$ cat config.mk
export PLATFORM = sky130hd
export DESIGN_NAME = axil_reg_if_wr
export DESIGN_NICKNAME = d
export VERILOG_FILES = /design/src/rtl/axil_reg_if_wr.sv
export SDC_FILE = /design/constraint.sdc
export NUM_CORES = 1
export LEC_CHECK = 0
export CAP_MARGIN = 20
export CORE_AREA = 4 4 111 124
export CTS_CLUSTER_SIZE = 10
export DETAILED_ROUTE_END_ITERATION = 6
export DIE_AREA = 0 0 115 128
export HOLD_SLACK_MARGIN = 0.1
export PLACE_DENSITY = 0.84
export SLEW_MARGIN = 20
export SYNTH_ARGS = -nofsm -noshare
export SYNTH_HDL_FRONTEND = slang
export SYNTH_SLANG_ARGS = --single-unit
export TNS_END_PERCENT = 20
$ cat constraint.sdc
create_clock -name clk -period 3.55 [get_ports clk]
set_input_delay 0.71 -clock clk [delete_from_list [all_inputs] [get_ports clk]]
set_output_delay 0.71 -clock clk [all_outputs]
set_load 0.005 [all_outputs]
$ cat src/rtl/axil_reg_if_wr.sv
// AXI4-lite write channel to single-cycle register-strobe adapter.
// AW and W are each held in a one-entry buffer. A write issues from IDLE once
// both buffers are full. A missing acknowledge turns into SLVERR after TIMEOUT
// cycles.
// Optional build macro AXIL_REG_IF_WR_ADDR_CHECK_EN: addresses outside
// [ADDR_BASE, ADDR_BASE+ADDR_SIZE) are answered with DECERR and never strobe
// the register file.
module axil_reg_if_wr #(
  parameter int DATA_WIDTH = 32,
  parameter int ADDR_WIDTH = 32,
  parameter int STRB_WIDTH = DATA_WIDTH/8,
  parameter int TIMEOUT    = 16
`ifdef AXIL_REG_IF_WR_ADDR_CHECK_EN
  ,
  parameter logic [ADDR_WIDTH-1:0] ADDR_BASE = '0,
  parameter logic [ADDR_WIDTH:0]   ADDR_SIZE = 4096
`endif
) (
  input  logic                  clk,
  input  logic                  rst_n,
  input  logic [ADDR_WIDTH-1:0] s_axil_awaddr,
  input  logic [2:0]            s_axil_awprot,
  input  logic                  s_axil_awvalid,
  output logic                  s_axil_awready,
  input  logic [DATA_WIDTH-1:0] s_axil_wdata,
  input  logic [STRB_WIDTH-1:0] s_axil_wstrb,
  input  logic                  s_axil_wvalid,
  output logic                  s_axil_wready,
  output logic [1:0]            s_axil_bresp,
  output logic                  s_axil_bvalid,
  input  logic                  s_axil_bready,
  output logic [ADDR_WIDTH-1:0] reg_wr_addr,
  output logic [DATA_WIDTH-1:0] reg_wr_data,
  output logic [STRB_WIDTH-1:0] reg_wr_strb,
  output logic [2:0]            reg_wr_prot,
  output logic                  reg_wr_en,
  input  logic                  reg_wr_ack
);

  typedef enum logic [1:0] {IDLE, WRITE, RESP} state_t;

  localparam logic [15:0] TO_CNT = TIMEOUT[15:0];

  state_t                state_q, state_d;
  logic                  aw_full_q, aw_full_d, w_full_q, w_full_d;
  logic [ADDR_WIDTH-1:0] aw_addr_q, aw_addr_d;
  logic [2:0]            aw_prot_q, aw_prot_d;
  logic [DATA_WIDTH-1:0] w_data_q, w_data_d;
  logic [STRB_WIDTH-1:0] w_strb_q, w_strb_d;
  logic                  awready_q, awready_d, wready_q, wready_d;
  logic                  bvalid_q, bvalid_d;
  logic [1:0]            bresp_q, bresp_d;
  logic                  en_q, en_d;
  logic [ADDR_WIDTH-1:0] addr_q, addr_d;
  logic [DATA_WIDTH-1:0] data_q, data_d;
  logic [STRB_WIDTH-1:0] strb_q, strb_d;
  logic [2:0]            prot_q, prot_d;
  logic [15:0]           cnt_q, cnt_d;
  logic                  in_range;

`ifdef AXIL_REG_IF_WR_ADDR_CHECK_EN
  logic [ADDR_WIDTH:0] addr_ext, base_ext;
  // Range check done one bit wider so BASE+SIZE cannot wrap.
  always_comb begin
    addr_ext = {1'b0, aw_addr_q};
    base_ext = {1'b0, ADDR_BASE};
    in_range = (addr_ext >= base_ext) && (addr_ext < base_ext + ADDR_SIZE);
  end
`else
  assign in_range = 1'b1;
`endif

  // Next-state: hold-buffer capture, issue, ack/timeout and B handshake.
  always_comb begin
    state_d   = state_q;
    aw_full_d = aw_full_q;
    aw_addr_d = aw_addr_q;
    aw_prot_d = aw_prot_q;
    w_full_d  = w_full_q;
    w_data_d  = w_data_q;
    w_strb_d  = w_strb_q;
    bvalid_d  = bvalid_q;
    bresp_d   = bresp_q;
    en_d      = 1'b0;
    addr_d    = addr_q;
    data_d    = data_q;
    strb_d    = strb_q;
    prot_d    = prot_q;
    cnt_d     = cnt_q;

    // Ready is low whenever a buffer is full, so capture never races a clear.
    if (s_axil_awvalid && awready_q) begin
      aw_full_d = 1'b1;
      aw_addr_d = s_axil_awaddr;
      aw_prot_d = s_axil_awprot;
    end
    if (s_axil_wvalid && wready_q) begin
      w_full_d = 1'b1;
      w_data_d = s_axil_wdata;
      w_strb_d = s_axil_wstrb;
    end

    case (state_q)
      IDLE: begin
        if (aw_full_q && w_full_q) begin
          aw_full_d = 1'b0;
          w_full_d  = 1'b0;
          if (in_range) begin
            en_d    = 1'b1;
            addr_d  = aw_addr_q;
            data_d  = w_data_q;
            strb_d  = w_strb_q;
            prot_d  = aw_prot_q;
            cnt_d   = '0;
            state_d = WRITE;
          end else begin
            bvalid_d = 1'b1;
            bresp_d  = 2'b11;
            state_d  = RESP;
          end
        end
      end
      WRITE: begin
        // Ack takes priority over a same-cycle expiry.
        if (reg_wr_ack) begin
          bvalid_d = 1'b1;
          bresp_d  = 2'b00;
          state_d  = RESP;
        end else if (TIMEOUT != 0 && cnt_q == TO_CNT) begin
          bvalid_d = 1'b1;
          bresp_d  = 2'b10;
          state_d  = RESP;
        end else if (TIMEOUT != 0) begin
          cnt_d = cnt_q + 16'd1;
        end
      end
      RESP: begin
        if (s_axil_bready) begin
          bvalid_d = 1'b0;
          state_d  = IDLE;
        end
      end
      default: state_d = IDLE;
    endcase

    awready_d = !aw_full_d;
    wready_d  = !w_full_d;
  end

  // All state and registered outputs; reset abandons any in-flight write.
  always_ff @(posedge clk or negedge rst_n) begin
    if (!rst_n) begin
      state_q   <= IDLE;
      aw_full_q <= 1'b0;
      aw_addr_q <= '0;
      aw_prot_q <= '0;
      w_full_q  <= 1'b0;
      w_data_q  <= '0;
      w_strb_q  <= '0;
      awready_q <= 1'b0;
      wready_q  <= 1'b0;
      bvalid_q  <= 1'b0;
      bresp_q   <= '0;
      en_q      <= 1'b0;
      addr_q    <= '0;
      data_q    <= '0;
      strb_q    <= '0;
      prot_q    <= '0;
      cnt_q     <= '0;
    end else begin
      state_q   <= state_d;
      aw_full_q <= aw_full_d;
      aw_addr_q <= aw_addr_d;
      aw_prot_q <= aw_prot_d;
      w_full_q  <= w_full_d;
      w_data_q  <= w_data_d;
      w_strb_q  <= w_strb_d;
      awready_q <= awready_d;
      wready_q  <= wready_d;
      bvalid_q  <= bvalid_d;
      bresp_q   <= bresp_d;
      en_q      <= en_d;
      addr_q    <= addr_d;
      data_q    <= data_d;
      strb_q    <= strb_d;
      prot_q    <= prot_d;
      cnt_q     <= cnt_d;
    end
  end

  assign s_axil_awready = awready_q;
  assign s_axil_wready  = wready_q;
  assign s_axil_bvalid  = bvalid_q;
  assign s_axil_bresp   = bresp_q;
  assign reg_wr_en      = en_q;
  assign reg_wr_addr    = addr_q;
  assign reg_wr_data    = data_q;
  assign reg_wr_strb    = strb_q;
  assign reg_wr_prot    = prot_q;

endmodule

# ---- Word level (Yosys, flattened, before mapping)
# Index checks and enable logic that the tools add are counted.
dict set report word_totals {
  regBits 168
  input_bits 77
  out_inout_bits 77
  elab_cells 62
}
dict set report classes {
  addsub 1
  eq_ne 8
  mux 22
  reduce_logical 14
}
# operator count
set op_table {}
lappend op_table {{16-bit 2-to-1 mux} 3}
lappend op_table {{16-bit case mux with 2 select lines} 1}
lappend op_table {{16-bit by 1-bit adder with 16-bit output (second input constant)} 1}
lappend op_table {{16-bit by 5-bit == test with 1-bit output (second input constant)} 1}
lappend op_table {{1-bit 2-to-1 mux} 11}
lappend op_table {{2-bit 2-to-1 mux} 5}
lappend op_table {{2-bit inequality test (second input constant)} 4}
lappend op_table {{2-bit case mux with 3 select lines} 1}
lappend op_table {{3-bit AND reduction} 2}
lappend op_table {{2-bit nonzero test} 3}
lappend op_table {{2-bit AND reduction} 2}
lappend op_table {{4-bit AND reduction} 1}
lappend op_table {{1-bit logical AND} 3}
lappend op_table {{3-bit inequality test (second input constant)} 1}
lappend op_table {{2-bit by 1-bit == test with 1-bit output (second input constant)} 1}
lappend op_table {{2-bit == test (second input constant)} 1}
lappend op_table {{1-bit logical NOT} 2}
lappend op_table {{2-bit logical NOT} 1}
lappend op_table {{1-bit case mux with 2 select lines} 1}

# ---- Logic depth before layout (Yosys ltp)
dict set report logic_depth {
  depth_word 5
  depth_mapped 8
  depth_no_buf 7
}

# ---- Worst setup path before layout
# OpenSTA, ideal clock, no wires.
dict set report synth_path {
  path_type {in2reg}
  from {input port s_axil_wvalid}
  to {register w_data_q[0]}
  setup_ps 125
  arrival_ps 1714
  t_required_ps 3425
  slack_ps 1711
  path_stages 4
  path_buffers 2
  cell_sequence {and2_1 > clkbuf_1 > buf_2 > mux2_2}
}
dict set report synth_via {
  elab_chain_len 1
}
# element line
set synth_rtl {}
lappend synth_rtl {{start, declared} 27} ;# input logic s_axil_wvalid,
lappend synth_rtl {{1-bit logical AND} 97} ;# if (s_axil_wvalid && wready_q) begin
lappend synth_rtl {{end signal, assigned} 176} ;# w_data_q <= w_data_d;
lappend synth_rtl {{end, declared} 48} ;# logic [DATA_WIDTH-1:0] w_data_q, w_data_d;
# No other way between the ends.
# A chain may end at the register's enable or synchronous reset.

# ---- Final worst setup path
dict set report layout_path {
  from {register cnt_q[0]}
  to {register cnt_q[10]}
}
dict set report layout_via {
  elab_chain_len 4
  word_cells_on_any_way 7
  cone_classes {add/sub: 1; eq/ne: 2; mux: 3; reduce/logical: 1}
}
# element line
set layout_rtl {}
lappend layout_rtl {{start, declared} 58} ;# logic [15:0] cnt_q, cnt_d;
lappend layout_rtl {{start signal, assigned} 187} ;# cnt_q <= cnt_d;
lappend layout_rtl {{16-bit by 1-bit adder with 16-bit output} 134} ;# cnt_d = cnt_q + 16'd1;
lappend layout_rtl {{16-bit 2-to-1 mux} 129} ;# end else if (TIMEOUT != 0 && cnt_q == TO_CNT) begin
lappend layout_rtl {{16-bit 2-to-1 mux} 125} ;# if (reg_wr_ack) begin
lappend layout_rtl {{16-bit case mux with 2 select lines} 103} ;# case (state_q)
# Parallel ways exist; a longest one is shown, timed or not. The select of a mux whose other input is x is not followed.

==> metrics.cfg <==
[run_status]
status = finished clean

[floorplanning]
die_area_mm2 = 0.0147
die_y_um = 128
rows = 43
start_util = 0.531
core_area_mm2 = 0.0125
io_pins = 154
die_w_um = 115

[place]
post-dp-hpwl_um = 10200
routabilityCongestion = 0.833
dp_slack_ns = 1.04
portBuffers = 152
post-place-cells = 878

[sta]
fin_crit_ns = 2.26
tightest_slew_ns = 0.890
fin_tns_setup_ns = 0
drv_slew = 0
slew-limit-headroom = 0.403
worst_slack_ns = 1.29
fin_skew_ns = 0.00745
hold_viol = 0
setup_viol = 0
rsz0062_at_grt = no
timing.final.crit_share = 0.637
max_clock_freq_mhz = 442

[power_and_ir_drop]
p_sw_mw = 2.52
finalPower_mw = 7.87
clockPowerShare = 0.243
comb_power_share = 0.343
p_int_mw = 5.35
swShare = 0.320
p_leak_nw = 4.08
powerDensity_mw_per_mm2 = 885
pwr-share-seq = 0.414
vdd_drop_max_mv = 0.867

[yosys]
synth_area_leader_cell = dfrtp_1
synth-simple-area-share = 0.172
ys_top_cells_by_area = dfrtp_1, nand2_1, mux2_2
ys.flop_type = dfrtp_1
ys_async_sr_fraction = 1.00
synth-seq-cells = 167
synth_mux_area_frac = 0.122
yosys_warnings = 0
syn_area_mm2 = 0.00663
syn_nets = 669
synth_top_area_frac = 0.631
synth-edff-count = 0
ys_types = 41
synth_top_family_by_area = simple AND/OR/NAND/NOR gates
syn_area_per_cell_um2 = 11.2
synth_cells = 590
synth_xor_area_frac = 0.00132
synth-seq-area-share = 0.631
synth_compound_area_frac = 0.0423
synth_adder_area_share = 0.00378

[hold_path]
hold_class = primary input to asynchronous set/reset pin

[global_routing]
grt_pass1_wl_um = 25400
grt_overflow_total = 0
antenna_found_initial = 0
grt_use_total = 0.222
grt_max_degree = 85
grt_pass1_vias = 5194

[layout]
drive_gt1_frac = 0.171
postLayoutCoreUtil = 0.713
layout.cells.non_filler = 910
fin_nets = 819
area_growth_pct = 34.2
n_antenna_cell = 0

[cts]
path_clk_slew_ns = 0.07
cts_made_buffers = 17
clock_sinks = 167
cts_tree = yes
ctsResizeCount = 0
cts_buffer_depth = 2
holdBufCountCts = 0
htreeDepth = 4
insertion_delay_ns = 0.42
cts-root-buf = clkbuf_16
cts_setup_buffers = 0

[detailed_routing]
drtIter0Drc = 241
vias = 4691
dr.pass1.iters = 5
drt-vias-per-instance = 5.15
wl_per_cell_um = 16.8
antenna_left = 0
routed_wl_um = 15300
drcViolationCount = 0

[setup_path]
end_kind = flip-flop
worst-path-max-fanout = 13
start_kind = flip-flop
cp.required_ns = 3.88
worstSetupPathType = flip-flop to flip-flop
critPathArrivalTime_ns = 2.59

[job]
cap_violations = 0

## flip-flops by register name (all words and copies together) (netlist names)
register / cells
aw_addr_q: 32
reg_wr_addr: 32
reg_wr_data: 32
w_data_q: 32
cnt_q: 16
reg_wr_strb: 4
w_strb_q: 4
aw_prot_q: 3
reg_wr_prot: 3
state_q: 2
aw_full_q: 1
reg_wr_en: 1
s_axil_awready: 1
s_axil_bresp: 1
s_axil_bvalid: 1
s_axil_wready: 1
w_full_q: 1
## power groups by stage
stage / sequential [mW] / combinational [mW] / clock [mW]
after floorplan: 3.19 / 1.44 / 0
after global placement: 3.23 / 2.61 / 0
after detailed placement: 3.28 / 2.72 / 0
after CTS: 3.27 / 2.76 / 1.95
after global routing: 3.36 / 3.01 / 2.03
final: 3.26 / 2.70 / 1.91
## worst paths after layout
path | from | endpoint | slack, ns | cells after the start
hold / removal | rst_n | w_data_q[17] | 0.36 | 1
hold reg to reg | w_data_q[4] | reg_wr_data[4] | 0.47 | 2
max in group asynchronous | rst_n | aw_addr_q[24] | 2.43 | 2
setup reg to reg | cnt_q[0] | cnt_q[10] | 1.29 | 7
min in group clk | w_data_q[4] | reg_wr_data[4] | 0.47 | 2
setup / recovery | cnt_q[0] | cnt_q[10] | 1.29 | 7
## through the flow
stage	instance area (um^2)	hold slack (ns)
after detailed placement	8280	0.451
final	8890	0.358
after global routing	8890	0.412
after floorplan	6630	0.414
after CTS	8890	0.373
after global placement	8280	0.445
## logic make-up (layout without fill, tap and decap cells)
kind of cell / count (synthesis) / after routing
xor+xnor: 1 / 1
flops: 167 / 167
simple gates: 270 / 270
mux: 72 / 72
fa+ha+maj: 2 / 2
compound gates: 40 / 40
other cells: 1 / 1
buf+inv: 37 / 200
## worst max-delay path: stages, from the launching register on
cell	delay, ns
dfrtp_1	0.44
inv_1	0.07
ha_1	0.19
nor3b_1	0.17
and4_1	0.23
nor3_2	0.72
nand2_2	0.13
o31ai_2	0.23
## layout by cell type (no fill, tap or decap), types with 2 or more instances in the layout
master and instances:
nand2_1 226, dfrtp_1 167, clkdlybuf4s50_1 151, mux2_2 71, clkbuf_16 17, nor2_1 12, o21ai_1 12, nand3_1 9
inv_1 8, a21oi_1 7, buf_4 6, a21o_1 4, clkinv_4 4, clkinvlp_4 4, nor3_1 3, a21oi_2 3
bufinv_16 3, inv_6 3, o21a_1 2, nor4_4 2, nand2b_1 2, nor3_2 2, nand4_1 2, nand2_2 2
a31oi_1 2, o31ai_1 2, or3_1 2, o21ai_0 2, ha_1 2
## per-layer routing
| layer | part of all wire | track usage | vias up |
|---|---|---|---|
| met4 | 0.011 | 0.0546 | 0 |
| met5 | 0 | 0 | - |
| met3 | 0.093 | 0.109 | 15 |
| met2 | 0.51 | 0.372 | 128 |
| li1 | - | - | 2218 |
| met1 | 0.38 | 0.254 | 2330 |
## synth_stat cells, types with 4 or more instances
master    number
buf_2         13
nor2_1        12
a21o_1         4
a21oi_1        7
nand3_1       10
nand2_1      226
clkbuf_1      11
inv_1          9
o21ai_1       12
mux2_2        71
dfrtp_1      167
## area by class of cell
type / count / area [um^2]
clock buffer: 17 / 425
multi-input combinational: 386 / 2280
sequential: 167 / 4180
clock inverter: 15 / 193
tap: 157 / 196
fill: 864 / 3590
inverter: 9 / 33.8
timing repair buffer: 159 / 1590
Note: power is estimated with default switching activity, not from simulation.
